$ cat src/rtl/mcp3208_if.sv
// rtl/mcp3208_if.sv - request/result handshake bundle between a client and mcp3208_reader
interface mcp3208_if;
   logic        req_valid;
   logic        req_ready;
   logic [2:0]  req_chan;
   logic        req_diff;
   logic        res_valid;
   logic [11:0] res_data;
   logic [2:0]  res_chan;
   logic        res_err;

   modport master (
      output req_valid, req_chan, req_diff,
      input  req_ready, res_valid, res_data, res_chan, res_err
   );

   modport slave (
      input  req_valid, req_chan, req_diff,
      output req_ready, res_valid, res_data, res_chan, res_err
   );
endinterface

$ cat src/rtl/mcp3208_reader.sv
// rtl/mcp3208_reader.sv - SPI master returning one tagged MCP3208 conversion per request
// Optional null-bit check enabled by defining MCP3208_NULL_CHECK_EN.
module mcp3208_reader #(
   parameter int DIV    = 4,
   parameter int CS_GAP = 8
) (
   input  logic     clk,
   input  logic     rst_n,
   mcp3208_if.slave bus,
   output logic     adc_cs_n,
   output logic     adc_sclk,
   output logic     adc_din,
   input  logic     adc_dout
);
   typedef enum logic [1:0] {IDLE, FRAME, GAP} state_t;

   localparam logic [7:0] DIV_LAST  = 8'(DIV - 1);
   localparam logic [7:0] GAP_LAST  = 8'(CS_GAP - 1);
   localparam logic [5:0] LAST_HALF = 6'd39;

   state_t      state_q, state_d;
   logic [7:0]  div_q, div_d;
   logic [7:0]  gap_q, gap_d;
   logic [5:0]  half_q, half_d;
   logic [5:0]  half_nx;
   logic [4:0]  cmd_q, cmd_d;
   logic [2:0]  chan_q, chan_d;
   logic [11:0] shift_q, shift_d;
   logic        cs_n_q, cs_n_d;
   logic        sclk_q, sclk_d;
   logic        din_q, din_d;
   logic        ready_q, ready_d;
   logic        rv_q, rv_d;
   logic [11:0] rdata_q, rdata_d;
   logic [2:0]  rchan_q, rchan_d;
   logic        rerr_q, rerr_d;
`ifdef MCP3208_NULL_CHECK_EN
   logic        null_q, null_d;
`endif

   // Half-period index: SCLK is high on odd halves 1..37, CS releases on half 39.
   assign half_nx = half_q + 6'd1;

   always_comb begin
      state_d = state_q;
      div_d   = div_q;
      gap_d   = gap_q;
      half_d  = half_q;
      cmd_d   = cmd_q;
      chan_d  = chan_q;
      shift_d = shift_q;
      cs_n_d  = cs_n_q;
      sclk_d  = sclk_q;
      din_d   = din_q;
      ready_d = ready_q;
      rv_d    = 1'b0;
      rdata_d = rdata_q;
      rchan_d = rchan_q;
      rerr_d  = rerr_q;
`ifdef MCP3208_NULL_CHECK_EN
      null_d  = null_q;
`endif
      case (state_q)
         IDLE: begin
            if (bus.req_valid && ready_q) begin
               cmd_d   = {1'b1, ~bus.req_diff, bus.req_chan};
               chan_d  = bus.req_chan;
               cs_n_d  = 1'b0;
               din_d   = 1'b1;
               div_d   = 8'd0;
               half_d  = 6'd0;
               ready_d = 1'b0;
               state_d = FRAME;
            end
         end
         FRAME: begin
            // DOUT is captured in the first clk cycle of each SCLK high phase.
            if (half_q[0] && div_q == 8'd0) begin
               if (half_q >= 6'd15)
                  shift_d = {shift_q[10:0], adc_dout};
`ifdef MCP3208_NULL_CHECK_EN
               if (half_q == 6'd13)
                  null_d = (adc_dout !== 1'b0);
`endif
            end
            if (div_q == DIV_LAST) begin
               div_d  = 8'd0;
               half_d = half_nx;
               if (half_nx == LAST_HALF) begin
                  cs_n_d  = 1'b1;
                  sclk_d  = 1'b0;
                  din_d   = 1'b0;
                  rv_d    = 1'b1;
                  rdata_d = shift_q;
                  rchan_d = chan_q;
`ifdef MCP3208_NULL_CHECK_EN
                  rerr_d  = null_q;
`else
                  rerr_d  = 1'b0;
`endif
                  gap_d   = 8'd0;
                  state_d = GAP;
               end else begin
                  sclk_d = half_nx[0];
                  // Falling edge: next command bit; zeros shift in once the 5 bits are out.
                  if (!half_nx[0]) begin
                     din_d = cmd_q[3];
                     cmd_d = {cmd_q[3:0], 1'b0};
                  end
               end
            end else begin
               div_d = div_q + 8'd1;
            end
         end
         default: begin
            if (gap_q == GAP_LAST) begin
               ready_d = 1'b1;
               state_d = IDLE;
            end else begin
               gap_d = gap_q + 8'd1;
            end
         end
      endcase
   end

   always_ff @(posedge clk or negedge rst_n) begin
      if (!rst_n) begin
         state_q <= GAP;
         div_q   <= 8'd0;
         gap_q   <= 8'd0;
         half_q  <= 6'd0;
         cmd_q   <= 5'd0;
         chan_q  <= 3'd0;
         shift_q <= 12'd0;
         cs_n_q  <= 1'b1;
         sclk_q  <= 1'b0;
         din_q   <= 1'b0;
         ready_q <= 1'b0;
         rv_q    <= 1'b0;
         rdata_q <= 12'd0;
         rchan_q <= 3'd0;
         rerr_q  <= 1'b0;
`ifdef MCP3208_NULL_CHECK_EN
         null_q  <= 1'b0;
`endif
      end else begin
         state_q <= state_d;
         div_q   <= div_d;
         gap_q   <= gap_d;
         half_q  <= half_d;
         cmd_q   <= cmd_d;
         chan_q  <= chan_d;
         shift_q <= shift_d;
         cs_n_q  <= cs_n_d;
         sclk_q  <= sclk_d;
         din_q   <= din_d;
         ready_q <= ready_d;
         rv_q    <= rv_d;
         rdata_q <= rdata_d;
         rchan_q <= rchan_d;
         rerr_q  <= rerr_d;
`ifdef MCP3208_NULL_CHECK_EN
         null_q  <= null_d;
`endif
      end
   end

   assign adc_cs_n      = cs_n_q;
   assign adc_sclk      = sclk_q;
   assign adc_din       = din_q;
   assign bus.req_ready = ready_q;
   assign bus.res_valid = rv_q;
   assign bus.res_data  = rdata_q;
   assign bus.res_chan  = rchan_q;
   assign bus.res_err   = rerr_q;
endmodule
$ cat src/flat_wrapper.sv
// flat-port wrapper written by rule: the top's interface ports become plain ports
module mcp3208_reader_flat 
#(
   parameter int DIV    = 4,
   parameter int CS_GAP = 8
)
  (clk, rst_n, adc_cs_n, adc_sclk, adc_din, adc_dout, bus_req_valid, bus_req_chan, bus_req_diff, bus_req_ready, bus_res_valid, bus_res_data, bus_res_chan, bus_res_err);
  mcp3208_if bus_i ();
  input  logic clk;
  input  logic rst_n;
  output logic adc_cs_n;
  output logic adc_sclk;
  output logic adc_din;
  input  logic adc_dout;
  input wire logic [$bits(bus_i.req_valid)-1:0] bus_req_valid;
  input wire logic [$bits(bus_i.req_chan)-1:0] bus_req_chan;
  input wire logic [$bits(bus_i.req_diff)-1:0] bus_req_diff;
  output wire logic [$bits(bus_i.req_ready)-1:0] bus_req_ready;
  output wire logic [$bits(bus_i.res_valid)-1:0] bus_res_valid;
  output wire logic [$bits(bus_i.res_data)-1:0] bus_res_data;
  output wire logic [$bits(bus_i.res_chan)-1:0] bus_res_chan;
  output wire logic [$bits(bus_i.res_err)-1:0] bus_res_err;
  assign bus_i.req_valid = bus_req_valid;
  assign bus_i.req_chan = bus_req_chan;
  assign bus_i.req_diff = bus_req_diff;
  assign bus_req_ready = bus_i.req_ready;
  assign bus_res_valid = bus_i.res_valid;
  assign bus_res_data = bus_i.res_data;
  assign bus_res_chan = bus_i.res_chan;
  assign bus_res_err = bus_i.res_err;
  mcp3208_reader #(.DIV(DIV), .CS_GAP(CS_GAP)) u_core (.clk(clk), .rst_n(rst_n), .bus(bus_i), .adc_cs_n(adc_cs_n), .adc_sclk(adc_sclk), .adc_din(adc_din), .adc_dout(adc_dout));
endmodule
$ cat config.mk
export PLATFORM = sky130hd
export DESIGN_NAME = mcp3208_reader_flat
export DESIGN_NICKNAME = d
export VERILOG_FILES = /design/src/rtl/mcp3208_if.sv /design/src/rtl/mcp3208_reader.sv /design/src/flat_wrapper.sv
export SDC_FILE = /design/constraint.sdc
export NUM_CORES = 1
export LEC_CHECK = 0
export CAP_MARGIN = 20
export CORE_MARGIN = 8
export CORE_UTILIZATION = 55
export DETAILED_ROUTE_END_ITERATION = 7
export PLACE_DENSITY = 0.81
export SLEW_MARGIN = 5
export SYNTH_ARGS = -nofsm -noshare
export SYNTH_HDL_FRONTEND = slang
export SYNTH_SLANG_ARGS = --single-unit
export TNS_END_PERCENT = 30
$ cat constraint.sdc
create_clock -name clk -period 3.5 [get_ports clk]
set_clock_uncertainty 0.2 [all_clocks]
set_input_delay 0.7 -clock clk [delete_from_list [all_inputs] [get_ports clk]]
set_output_delay 0.7 -clock clk [all_outputs]
set_load 0.01 [all_outputs]
==> results of run 1 <==
-- area by class of cell --
type,count,area (um2),share of cell area [%]
sequential,63,1580,45.6
multi-input combinational,173,1230,35.7
timing repair buffer,32,323,9.33
clock buffer,9,124,3.58
tap,70,87.6,2.53
clock inverter,7,82.6,2.39
inverter,8,30.0,0.868
-- metal layers --
layer	wire length, um	share of wire (%)	up-vias	GRT usage (%)
met3	364	6.4	7	5.11
li1	-	-	973	-
met2	2740	48	48	26.2
met4	68	1.2	0	6.30
met5	0	0	-	0
met1	2480	44	1025	19.6
-- report_power, final --
group | switching (mW) | internal (mW)
Sequential | 0.000421 | 0.728
Combinational | 0.0170 | 0.0114
Clock | 0.310 | 0.337
Total | 0.328 | 1.08
-- flip-flops by register name, indices dropped and copies added (netlist names) --
| register | count |
|---|---|
| u_core.state_q | 2 |
| u_core.div_q | 8 |
| u_core.cmd_q | 4 |
| u_core.adc_cs_n | 1 |
| u_core.shift_q | 12 |
| u_core.bus.res_chan | 3 |
| u_core.adc_din | 1 |
| u_core.adc_sclk | 1 |
| u_core.bus.res_valid | 1 |
| u_core.half_q | 6 |
| u_core.gap_q | 8 |
| u_core.chan_q | 3 |
| u_core.bus.res_data | 12 |
| u_core.bus.req_ready | 1 |
-- cells in the final DEF, fill, tap and decap left out, types with 3 or more instances in the layout --
cell type / count
ha_1: 5
xor2_1: 5
o31ai_1: 4
and3_1: 7
buf_4: 4
inv_1: 8
nand2_1: 28
nand3_1: 16
o21ai_0: 20
mux2_2: 13
clkinv_4: 3
nor2_1: 14
nand4_1: 4
dfrtp_1: 61
mux2_4: 14
nor3_1: 7
a221o_1: 3
a22o_1: 3
clkbuf_8: 9
clkdlybuf4s50_1: 26
-- cells by family after synthesis --
| group | Yosys count | synth area share (%) |
|---|---|---|
| AO/OA/AOI/OAI | 46 | 10.9 |
| XOR/XNOR | 7 | 2.11 |
| adder cells (fa/ha/maj) | 5 | 2.16 |
| buffers and inverters | 19 | 3.02 |
| flip-flops | 63 | 54.4 |
| multiplexers | 27 | 12.3 |
| other | 1 | 0.129 |
| AND/OR/NAND/NOR | 87 | 15.0 |
-- metrics by stage --
stage | setup slack, ns | total power [mW] | cell area, um2 | util [%]
2_1_floorplan | 1.26 | 0.745 | 2900 | -
3_3_place_gp | 0.878 | 0.768 | 3230 | 63.2
3_5_place_dp | 0.857 | 0.768 | 3230 | 63.2
4_1_cts | 0.844 | 1.42 | 3430 | 67.2
5_1_grt | 0.669 | 1.45 | 3460 | 67.8
6_report | 0.853 | 1.40 | 3460 | 67.8
-- worst max-delay path by stage --
stage	startpoint	end	slack, ns	cells after the start
after floorplan	u_core.div_q[2]$_DFFE_PN0P_	u_core.bus.res_chan[0]$_DFFE_PN0P_	1.26	5
after global placement	bus_req_valid	u_core.cmd_q[3]$_DFFE_PN0P_	0.88	5
after detailed placement	bus_req_valid	u_core.cmd_q[1]$_DFFE_PN0P_	0.86	5
after CTS	u_core.div_q[2]$_DFFE_PN0P_	u_core.bus.res_data[0]$_DFFE_PN0P_	0.84	5
after global routing	u_core.half_q[0]$_DFFE_PN0P_	u_core.bus.res_data[0]$_DFFE_PN0P_	0.67	6
final	u_core.div_q[2]$_DFFE_PN0P_	u_core.bus.res_data[1]$_DFFE_PN0P_	0.85	5
-- worst reg2reg max path, delay by kind of cell, from the launching register on --
kind                   cells  cell delay, ns
and+or+nand+nor            2            0.87
DFF                        1            0.44
AOI/OAI and AO/OA          1            0.37
buffers and inverters      1            0.34
muxes                      1            0.31
==> summary.md, run 1 <==
| Metric | Value |
|---|---|
| WL final | 5650 um |
| Synth Area per Inst | 11.4 um2 |
| Initial DRT Pass Iterations | 4 |
| Die area | 7860 um2 |
| Largest net degree at the start of global routing | 47 |
| Worst Path Buf+Inv | 1 |
| Arr. time, crit path | 2.67 ns |
| Ys async rst share | 100% |
| Max VDD drop | 0.000252 V |
| # hold bufs at CTS | 0 |
| Crit-path leading delay family | simple AND/OR/NAND/NOR gates |
| CTS max path bufs | 2 |
| Dominant cell by count in the synthesized netlist | dfrtp_1 |
| GP Congestion | 0.848 |
| CTS Sinks | 63 |
| Core region area | 5110 um2 |
| Final cell count without fillers | 362 |
| Antenna viol nets, final | 0 |
| Slew HR | 60.0% |
| Synth unique cells | 42 |
| Post_cts resized | 0 |
| Critical-path cell list | or4_4 > nor4_4 > o2111ai_2 > buf_4 > mux2_4 |
| TritonCTS clock tree | yes |
| Areal power density over the cells | 406 nW/um2 |
| Die width | 88.6 um |
| Main flop type after synthesis | dfrtp_1 |
| Post-synth top area cell | dfrtp_1 |
| CP Class | reg -> reg |
| Share of the synthesized area in the top cell type | 52.6% |
| Share of post-route cells with drive strength above 1 | 19.2% |
| Final setup TNS | 0 ns |
| P_leak | 1.68 nW |
| Yosys warnings | 0 |
| Fillers | 403 |
| Final HPWL DP | 3900 um |
| First-pass GRT wire length | 9710 um |
| DRC | 0 |
| Max stage delay on crit path | 0.56 ns |
| Period utilization | 75.6% |
| Buffers on Ports | 27 |
| Routed len/inst | 15.6 um |
| Clock root buffer master | clkbuf_8 |
| Boundary pin count | 29 |
| Final worst path period need | 2.65 ns |
| # rows | 26 |
| Worst EP required | 3.53 ns |
| H-tree depth | 3 |
| Status | finished, final reports clean |
| Post-Syn Instances | 255 |
| CP endpoint kind | register |
| Placed insts | 345 |
| Setup violators final | 0 |
| Max_cap viols | 0 |
| Setup bufs post-CTS | 0 |
| Mapped cell area | 2900 um2 |
| Highest clock rate | 378 MHz |
| FF-to-FF path depth | 5 |
| Fin. max-slew vios | 0 |
| Crit-path slowest cell | or4_4 |
| Clock Pin Slew Worst Setup and Hold Paths | 0.08 ns |
| Syn-to-layout area delta | 19.3% |
| Final hold violation count | 0 |
| Total number of vias | 2053 |
| DR iter-0 viols | 82 |
| Seq/Total Area, Yosys | 54.4% |
| # diodes | 0 |
| Clk_lat worst skew | 0.35 ns |
| #FFs+latches synth | 63 |
| Hold crit path type | in -> async |
| Most frequent cells after synthesis | dfrtp_1 (61), nand2_1 (28), o21ai_0 (20), nand3_1 (16) |
| CTS Buf Count | 9 |
| Grt ovf | 0 |
| Nets | 300 |
| Worst Tran Pin Value | 0.598 ns |
| Via density | 5.67 |
| Unrepaired setup endpoints after global routing | false |
| Initial antenna violation count | 0 |
| Ranking of synthesized cells by area | dfrtp_1 (53%), mux2_4 (7.2%), mux2_2 (5.0%) |
| Number of global-route vias before repair | 2042 |
| Startpoint types | register |
| Reg-to-Reg End | u_core.bus.res_data[1]$_DFFE_PN0P_ |
| CP Max Fanout | 13 |
| Starting Density | 56.8% |
| Die Y | 88.6 um |
| Hold slack | 0.146 ns |
| Tot GR Track Use | 16.2% |
| R2r startpoint | u_core.div_q[2]$_DFFE_PN0P_ |
| Number of enable flip-flop cells after synthesis | 0 |
| R2R Setup Slk | 0.85 ns |
| Post-Syn Nets | 268 |
No activity file was read; power rests on OpenSTA's default activity.
==> run 2, diff against run 1 <==
==> constraint.sdc (replaced) <==
create_clock -name clk -period 2.8 [get_ports clk]
set_clock_uncertainty 0.2 [all_clocks]
set_input_delay 0.56 -clock clk [delete_from_list [all_inputs] [get_ports clk]]
set_output_delay 0.56 -clock clk [all_outputs]
set_load 0.01 [all_outputs]
==> run 2 against run 1 <==
Net effect: clock power up 35%; global-route usage up 0.46 points; sequential share of layout area down 0.54 points; non-clock buffer count up 6; total power up 29%; die area unchanged; critical path depth unchanged; worst setup slack worse by 0.45 ns; combinational power up 14%; largest cell class unchanged.
==> summary.md, run 2 (synthesis gave the netlist of run 1 again) <==
| Metric | Value |
|---|---|
| P_leak | 1.71 nW (+1.2%) |
| CP Class | reg -> reg |
| Final worst path period need | 2.40 ns (-0.248 ns) |
| Via density | 5.58 (-1.6%) |
| Reg-to-Reg End | u_core.cmd_q[1]$_DFFE_PN0P_ |
| CTS Sinks | 63 (unchanged) |
| Core region area | 5110 um2 (unchanged) |
| Boundary pin count | 29 (unchanged) |
| CP Max Fanout | 8 (-5) |
| Total number of vias | 2054 (+0.049%) |
| Largest net degree at the start of global routing | 24 (-49%) |
| Critical-path cell list | or4_4 > nor4_4 > o22ai_1 > a21o_1 > a221o_1 |
| Met1 wire length | 2590 um (+4.4%) |
| Crit-path leading delay family | simple AND/OR/NAND/NOR gates |
| Slew HR | 65.0% (+5.0 points) |
| # diodes | 0 (unchanged) |
| GP Congestion | 0.865 (+2.0%) |
| Areal power density over the cells | 518 nW/um2 (+28%) |
| Max VDD drop | 0.000365 V (+45%) |
| Highest clock rate | 417 MHz (+10%) |
| Initial antenna violation count | 0 (unchanged) |
| Fin. max-slew vios | 0 (unchanged) |
| Routed len/inst | 15.6 um (about the same) |
| R2R Setup Slk | 0.40 ns (-0.45 ns) |
| Starting Density | 56.8% (unchanged) |
| Final HPWL DP | 4150 um (+6.4%) |
| Met3 wire len | 204 um (-44%) |
| WL final | 5740 um (+1.6%) |
| Crit-path slowest cell | or4_4 |
| Share of post-route cells with drive strength above 1 | 20.5% (+1.3 points) |
| Die Y | 88.6 um (unchanged) |
| Buffers on Ports | 27 (unchanged) |
| Startpoint types | register |
| Fillers | 394 (-2.2%) |
| Worst Path Buf+Inv | 0 (-1) |
| Syn-to-layout area delta | 20.7% |
| # rows | 26 (unchanged) |
| DRC | 0 (unchanged) |
| Setup violators final | 0 (unchanged) |
| Number of global-route vias before repair | 2139 (+4.8%) |
| Antenna viol nets, final | 0 (unchanged) |
| Hold crit path type | reg -> reg |
| Hold endpoint | u_core.adc_sclk$_DFFE_PN0P_ |
| Hold Crit Start | u_core.adc_sclk$_DFFE_PN0P_ |
| Grt ovf | 0 (unchanged) |
| CTS max path bufs | 2 (unchanged) |
| Tot GR Track Use | 16.7% (+0.46 points) |
| CP endpoint kind | register |
| Finished Core Util | 68.6% (+0.81 points) |
| Status | finished, final reports clean |
| Die area | 7860 um2 (unchanged) |
| Clock root buffer master | clkbuf_8 |
| Final hold violation count | 0 (unchanged) |
| Top routing layer used | met4 |
| Period utilization | 85.7% (+10 points) |
| H-tree depth | 3 (unchanged) |
| Clk_lat worst skew | 0.34 ns (about the same) |
| CTS Buf Count | 9 (unchanged) |
| Die width | 88.6 um (unchanged) |
| Final setup TNS | 0 ns (unchanged) |
| R2r startpoint | u_core.div_q[2]$_DFFE_PN0P_ |
| Nets | 306 (+2.0%) |
| Unrepaired setup endpoints after global routing | false |
| Met2 WL | 2800 um (+2.5%) |
| Most frequent cells in the layout | dfrtp_1 (61), nand2_1 (28), clkdlybuf4s50_1 (26) |
| TritonCTS clock tree | yes |
| Max_cap viols | 0 (unchanged) |
| Initial DRT Pass Iterations | 4 (unchanged) |
| Worst EP required | 2.82 ns (-0.71 ns) |
| Arr. time, crit path | 2.42 ns (-0.25 ns) |
| First-pass GRT wire length | 10000 um (+3.3%) |
| Max stage delay on crit path | 0.56 ns (about the same) |
| DR iter-0 viols | 106 (+29%) |
| Clock Pin Slew Worst Setup and Hold Paths | 0.07 ns (about the same) |
| Worst Hold Depth | 2 |
| Commonest non-fill, non-tap cell in the layout | dfrtp_1 |
| Worst Tran Pin Value | 0.525 ns (-0.0735 ns) |
| FF-to-FF path depth | 5 (unchanged) |
-- run 2: cell count changes in the layout (fill, tap and decap cells not counted), sizes merged --
cell,delta
buf,+5
dlygate4sd3,+1
bufinv,+1
clkinv,-2
clkinvlp,+1
-- run 2: worst reg2reg max path, cell delays in order, from the launching register on --
cell,delay (ns)
dfrtp_1,0.45
or4_4,0.56
nor4_4,0.33
o22ai_1,0.21
a21o_1,0.23
a221o_1,0.30
-- run 2: cell type report --
cell class                      count  area [um2]  share of cell area, %
Sequential cell                    63        1580                   45.1
Multi-Input combinational cell    173        1230                   35.3
Timing Repair Buffer               38         350                   10.0
Clock buffer                        9         124                   3.54
Clock inverter                      7        96.3                   2.75
Tap cell                           70        87.6                   2.50
Inverter                            8        30.0                  0.857
-- run 2: stage by stage --
stage / hold slack, ns / power [mW] / setup WS (ns) / std cells / area (um2)
6_report: 0.279 / 1.81 / 0.401 / 368 / 3500
4_1_cts: 0.286 / 1.83 / 0.402 / 368 / 3500
5_1_grt: 0.322 / 1.88 / 0.285 / 368 / 3500
2_1_floorplan: 0.0644 / 0.931 / 0.563 / 255 / 2900
3_3_place_gp: 0.261 / 0.961 / 0.438 / 351 / 3270
3_5_place_dp: 0.271 / 0.961 / 0.360 / 351 / 3270
-- run 2: repair_timing --
item	in CTS	in global routing
hold endpoints to repair	8	0
setup buffers	0	0
hold buffers	1	0
resized for setup	0	0
-- run 2: worst max-delay path by stage --
stage                                      from  slack [ns]                            endpoint  depth (start not counted)
finish              u_core.div_q[2]$_DFFE_PN0P_        0.40         u_core.cmd_q[1]$_DFFE_PN0P_                          5
global route        u_core.div_q[2]$_DFFE_PN0P_        0.28         u_core.cmd_q[1]$_DFFE_PN0P_                          5
CTS                 u_core.div_q[2]$_DFFE_PN0P_        0.40         u_core.cmd_q[1]$_DFFE_PN0P_                          5
detailed placement                bus_req_valid        0.36         u_core.cmd_q[1]$_DFFE_PN0P_                          5
global placement                  bus_req_valid        0.44         u_core.cmd_q[1]$_DFFE_PN0P_                          5
floorplan           u_core.div_q[2]$_DFFE_PN0P_        0.56  u_core.bus.res_chan[0]$_DFFE_PN0P_                          5
-- run 2: power breakdown --
group / internal [mW] / leakage (nW) / total (mW) / switching [mW]
sequential: 0.910 / 0.803 / 0.911 / 0.000486
clock: 0.502 / 0.102 / 0.871 / 0.369
combinational: 0.0113 / 0.800 / 0.0323 / 0.0211
-- run 2: routing by layer --
layer | vias to the layer above | track usage [%]
li1 | 987 | -
met1 | 1019 | 19.4
met2 | 35 | 27.6
met3 | 13 | 3.71
met4 | 0 | 9.52
met5 | - | 0
==> run 3, diff against run 2 <==
--- a/config.mk
+++ b/config.mk
@@ -9,7 +9,7 @@
 export CORE_MARGIN = 8
 export CORE_UTILIZATION = 55
 export DETAILED_ROUTE_END_ITERATION = 7
-export PLACE_DENSITY = 0.81
+export PLACE_DENSITY = 0.85
 export SLEW_MARGIN = 5
 export SYNTH_ARGS = -nofsm -noshare
 export SYNTH_HDL_FRONTEND = slang
==> run 3 against run 2 <==
Net effect: maximum frequency is 3.4% lower; cell area shrank 1.7%; first-iteration DRC count rose by 46%; sequential cell count unchanged; routed wire length is 1.8% lower; sequential share of layout area increased by 0.77 points; combinational power fell by 3%; final cell count is 1.1% lower; count of clock-buffer cells in the layout is 1 higher; critical endpoint is now u_core.shift_q[8]$_DFFE_PN0P_; largest cell class unchanged.
==> summary.md, run 3 (synthesis gave the netlist of run 1 again) <==
| Metric | Value |
|---|---|
| Status | finished, final reports clean |
| Die Y | 88.6 um (unchanged) |
| Sw frac | 23.0% (+1.5 points) |
| Setup violators final | 0 (unchanged) |
| Buffers on Ports | 27 (unchanged) |
| Final setup TNS | 0 ns (unchanged) |
| WL final | 5630 um (-1.8%) |
| DR iter-0 viols | 155 (+46%) |
| Final hold violation count | 0 (unchanged) |
| CP Class | reg -> reg |
| P_leak | 1.68 nW (-1.3%) |
| Final worst path period need | 2.48 ns (+0.0846 ns) |
| CTS Buf Count | 9 (unchanged) |
| TritonCTS clock tree | yes |
| Core region area | 5110 um2 (unchanged) |
| Final HPWL DP | 3840 um (-7.7%) |
| Clock share of power | 42.9% (-5.1 points) |
| Initial antenna violation count | 0 (unchanged) |
| Final WS setup | 0.316 ns (-0.0846 ns) |
| Worst EP required | 2.83 ns (about the same) |
| Clk_lat worst skew | 0.34 ns (about the same) |
| Fin. max-slew vios | 0 (unchanged) |
| GP Congestion | 0.870 (+0.56%) |
| Number of global-route vias before repair | 2037 (-4.8%) |
| Grt ovf | 0 (unchanged) |
| Reg power frac | 55.2% (+5.0 points) |
| Setup bufs post-CTS | 0 (unchanged) |
| # hold bufs at CTS | 0 (-1) |
| Syn-to-layout area delta | 18.7% |
| Hold crit path type | in -> async |
| Arr. time, crit path | 2.51 ns (+0.09 ns) |
| Slew HR | 63.9% (-1.1 points) |
| Share of post-route cells with drive strength above 1 | 19.7% (-0.74 points) |
| H-tree depth | 3 (unchanged) |
| Initial DRT Pass Iterations | 4 (unchanged) |
| Post_cts resized | 0 (unchanged) |
| P_sw | 0.379 mW (-2.9%) |
| Most frequent cells in the layout | dfrtp_1 (61), nand2_1 (28), clkdlybuf4s50_1 (26) |
| Nets | 302 (-1.3%) |
| Areal power density over the cells | 479 nW/um2 (-7.6%) |
| Period utilization | 88.7% (+3.0 points) |
| DP Worst Slack | 0.334 ns (-0.0262 ns) |
| Routed len/inst | 15.5 um (-0.73%) |
| First-pass GRT wire length | 9590 um (-4.4%) |
| Largest net degree at the start of global routing | 64 (+170%) |
| # diodes | 0 (unchanged) |
| Max_cap viols | 0 (unchanged) |
| DRC | 0 (unchanged) |
| CP endpoint kind | register |
| Die area | 7860 um2 (unchanged) |
| Internal power | 1.27 mW (-11%) |
| Unrepaired setup endpoints after global routing | false |
| Clock Pin Slew Worst Setup and Hold Paths | 0.07 ns (about the same) |
| Clock root buffer master | clkbuf_8 |
| Antenna viol nets, final | 0 (unchanged) |
| Highest clock rate | 403 MHz (-3.4%) |
| Via density | 5.54 (-0.67%) |
| # rows | 26 (unchanged) |
| Combinational power share | 1.9% (about the same) |
| CP Max Fanout | 12 (+4) |
| Total number of vias | 2018 (-1.8%) |
| Tot GR Track Use | 16.2% (-0.50 points) |
| Startpoint types | register |
| Die width | 88.6 um (unchanged) |
| Max VDD drop | 0.000374 V (+2.6%) |
| Boundary pin count | 29 (unchanged) |
| CTS Sinks | 63 (unchanged) |
| Commonest non-fill, non-tap cell in the layout | dfrtp_1 |
| Starting Density | 56.8% (unchanged) |
| CTS max path bufs | 2 (unchanged) |
| Worst Tran Pin Value | 0.540 ns (+0.0148 ns) |
run 3: cell count changes in the layout (fill, tap and decap cells not counted), moves of 2 or more:
cell,change
bufinv_16,-2
clkinv_4,+2
clkinvlp_4,-2
buf_4,-4
run 3: final timing paths:
kind | start | end | slack (ns) | depth (start not counted)
worst max register to register | u_core.div_q[2]$_DFFE_PN0P_ | u_core.shift_q[8]$_DFFE_PN0P_ | 0.32 | 4
worst min register to register | u_core.chan_q[0]$_DFFE_PN0P_ | u_core.chan_q[0]$_DFFE_PN0P_ | 0.28 | 2
worst max-delay path | u_core.div_q[2]$_DFFE_PN0P_ | u_core.shift_q[8]$_DFFE_PN0P_ | 0.32 | 4
min in group clk | u_core.chan_q[0]$_DFFE_PN0P_ | u_core.chan_q[0]$_DFFE_PN0P_ | 0.28 | 2
worst min-delay path | rst_n | u_core.adc_sclk$_DFFE_PN0P_ | 0.01 | 2
max in group asynchronous | rst_n | u_core.state_q[1]$_DFFE_PN1P_ | 2.06 | 2
run 3: final cells by class:
| type | instances | area (um2) |
|---|---|---|
| Fill cell | 370 | 1660 |
| Sequential cell | 63 | 1580 |
| Multi-Input combinational cell | 173 | 1230 |
| Timing Repair Buffer | 34 | 330 |
| Clock buffer | 10 | 138 |
| Tap cell | 70 | 87.6 |
| Clock inverter | 6 | 43.8 |
| Inverter | 8 | 30.0 |
run 3: power by group through the flow:
stage / clock network (mW) / logic (mW) / registers, mW
finish: 0.707 / 0.0312 / 0.911
global route: 0.767 / 0.0362 / 0.911
CTS: 0.728 / 0.0326 / 0.911
detailed placement: 0 / 0.0325 / 0.928
global placement: 0 / 0.0326 / 0.928
floorplan: 0 / 0.00242 / 0.928
run 3: worst max-delay path, cell delays in order, from the launching register on:
cell,delay (ns)
dfrtp_1,0.45
or4_4,0.56
nor3_1,0.32
nand2_1,0.43
mux2_2,0.40
run 3: through the flow:
stage	util [%]	hold WS (ns)	instance area, um2	power [mW]	cells
floorplan	-	0.0644	2900	0.931	255
global placement	63.9	0.262	3260	0.961	348
detailed placement	63.9	0.270	3260	0.961	348
CTS	67.4	0.0145	3440	1.67	364
global route	67.4	0.0317	3440	1.71	364
finish	67.4	0.0104	3440	1.65	364
run 3: per-layer routing:
layer | vias up | part of all wire, % | track usage, % | wire length, um
li1 | 975 | - | - | -
met1 | 986 | 46 | 20.3 | 2580
met2 | 46 | 48 | 24.5 | 2690
met3 | 11 | 4.3 | 4.36 | 240
met4 | 0 | 2.2 | 9.52 | 125
met5 | - | 0 | 0 | 0
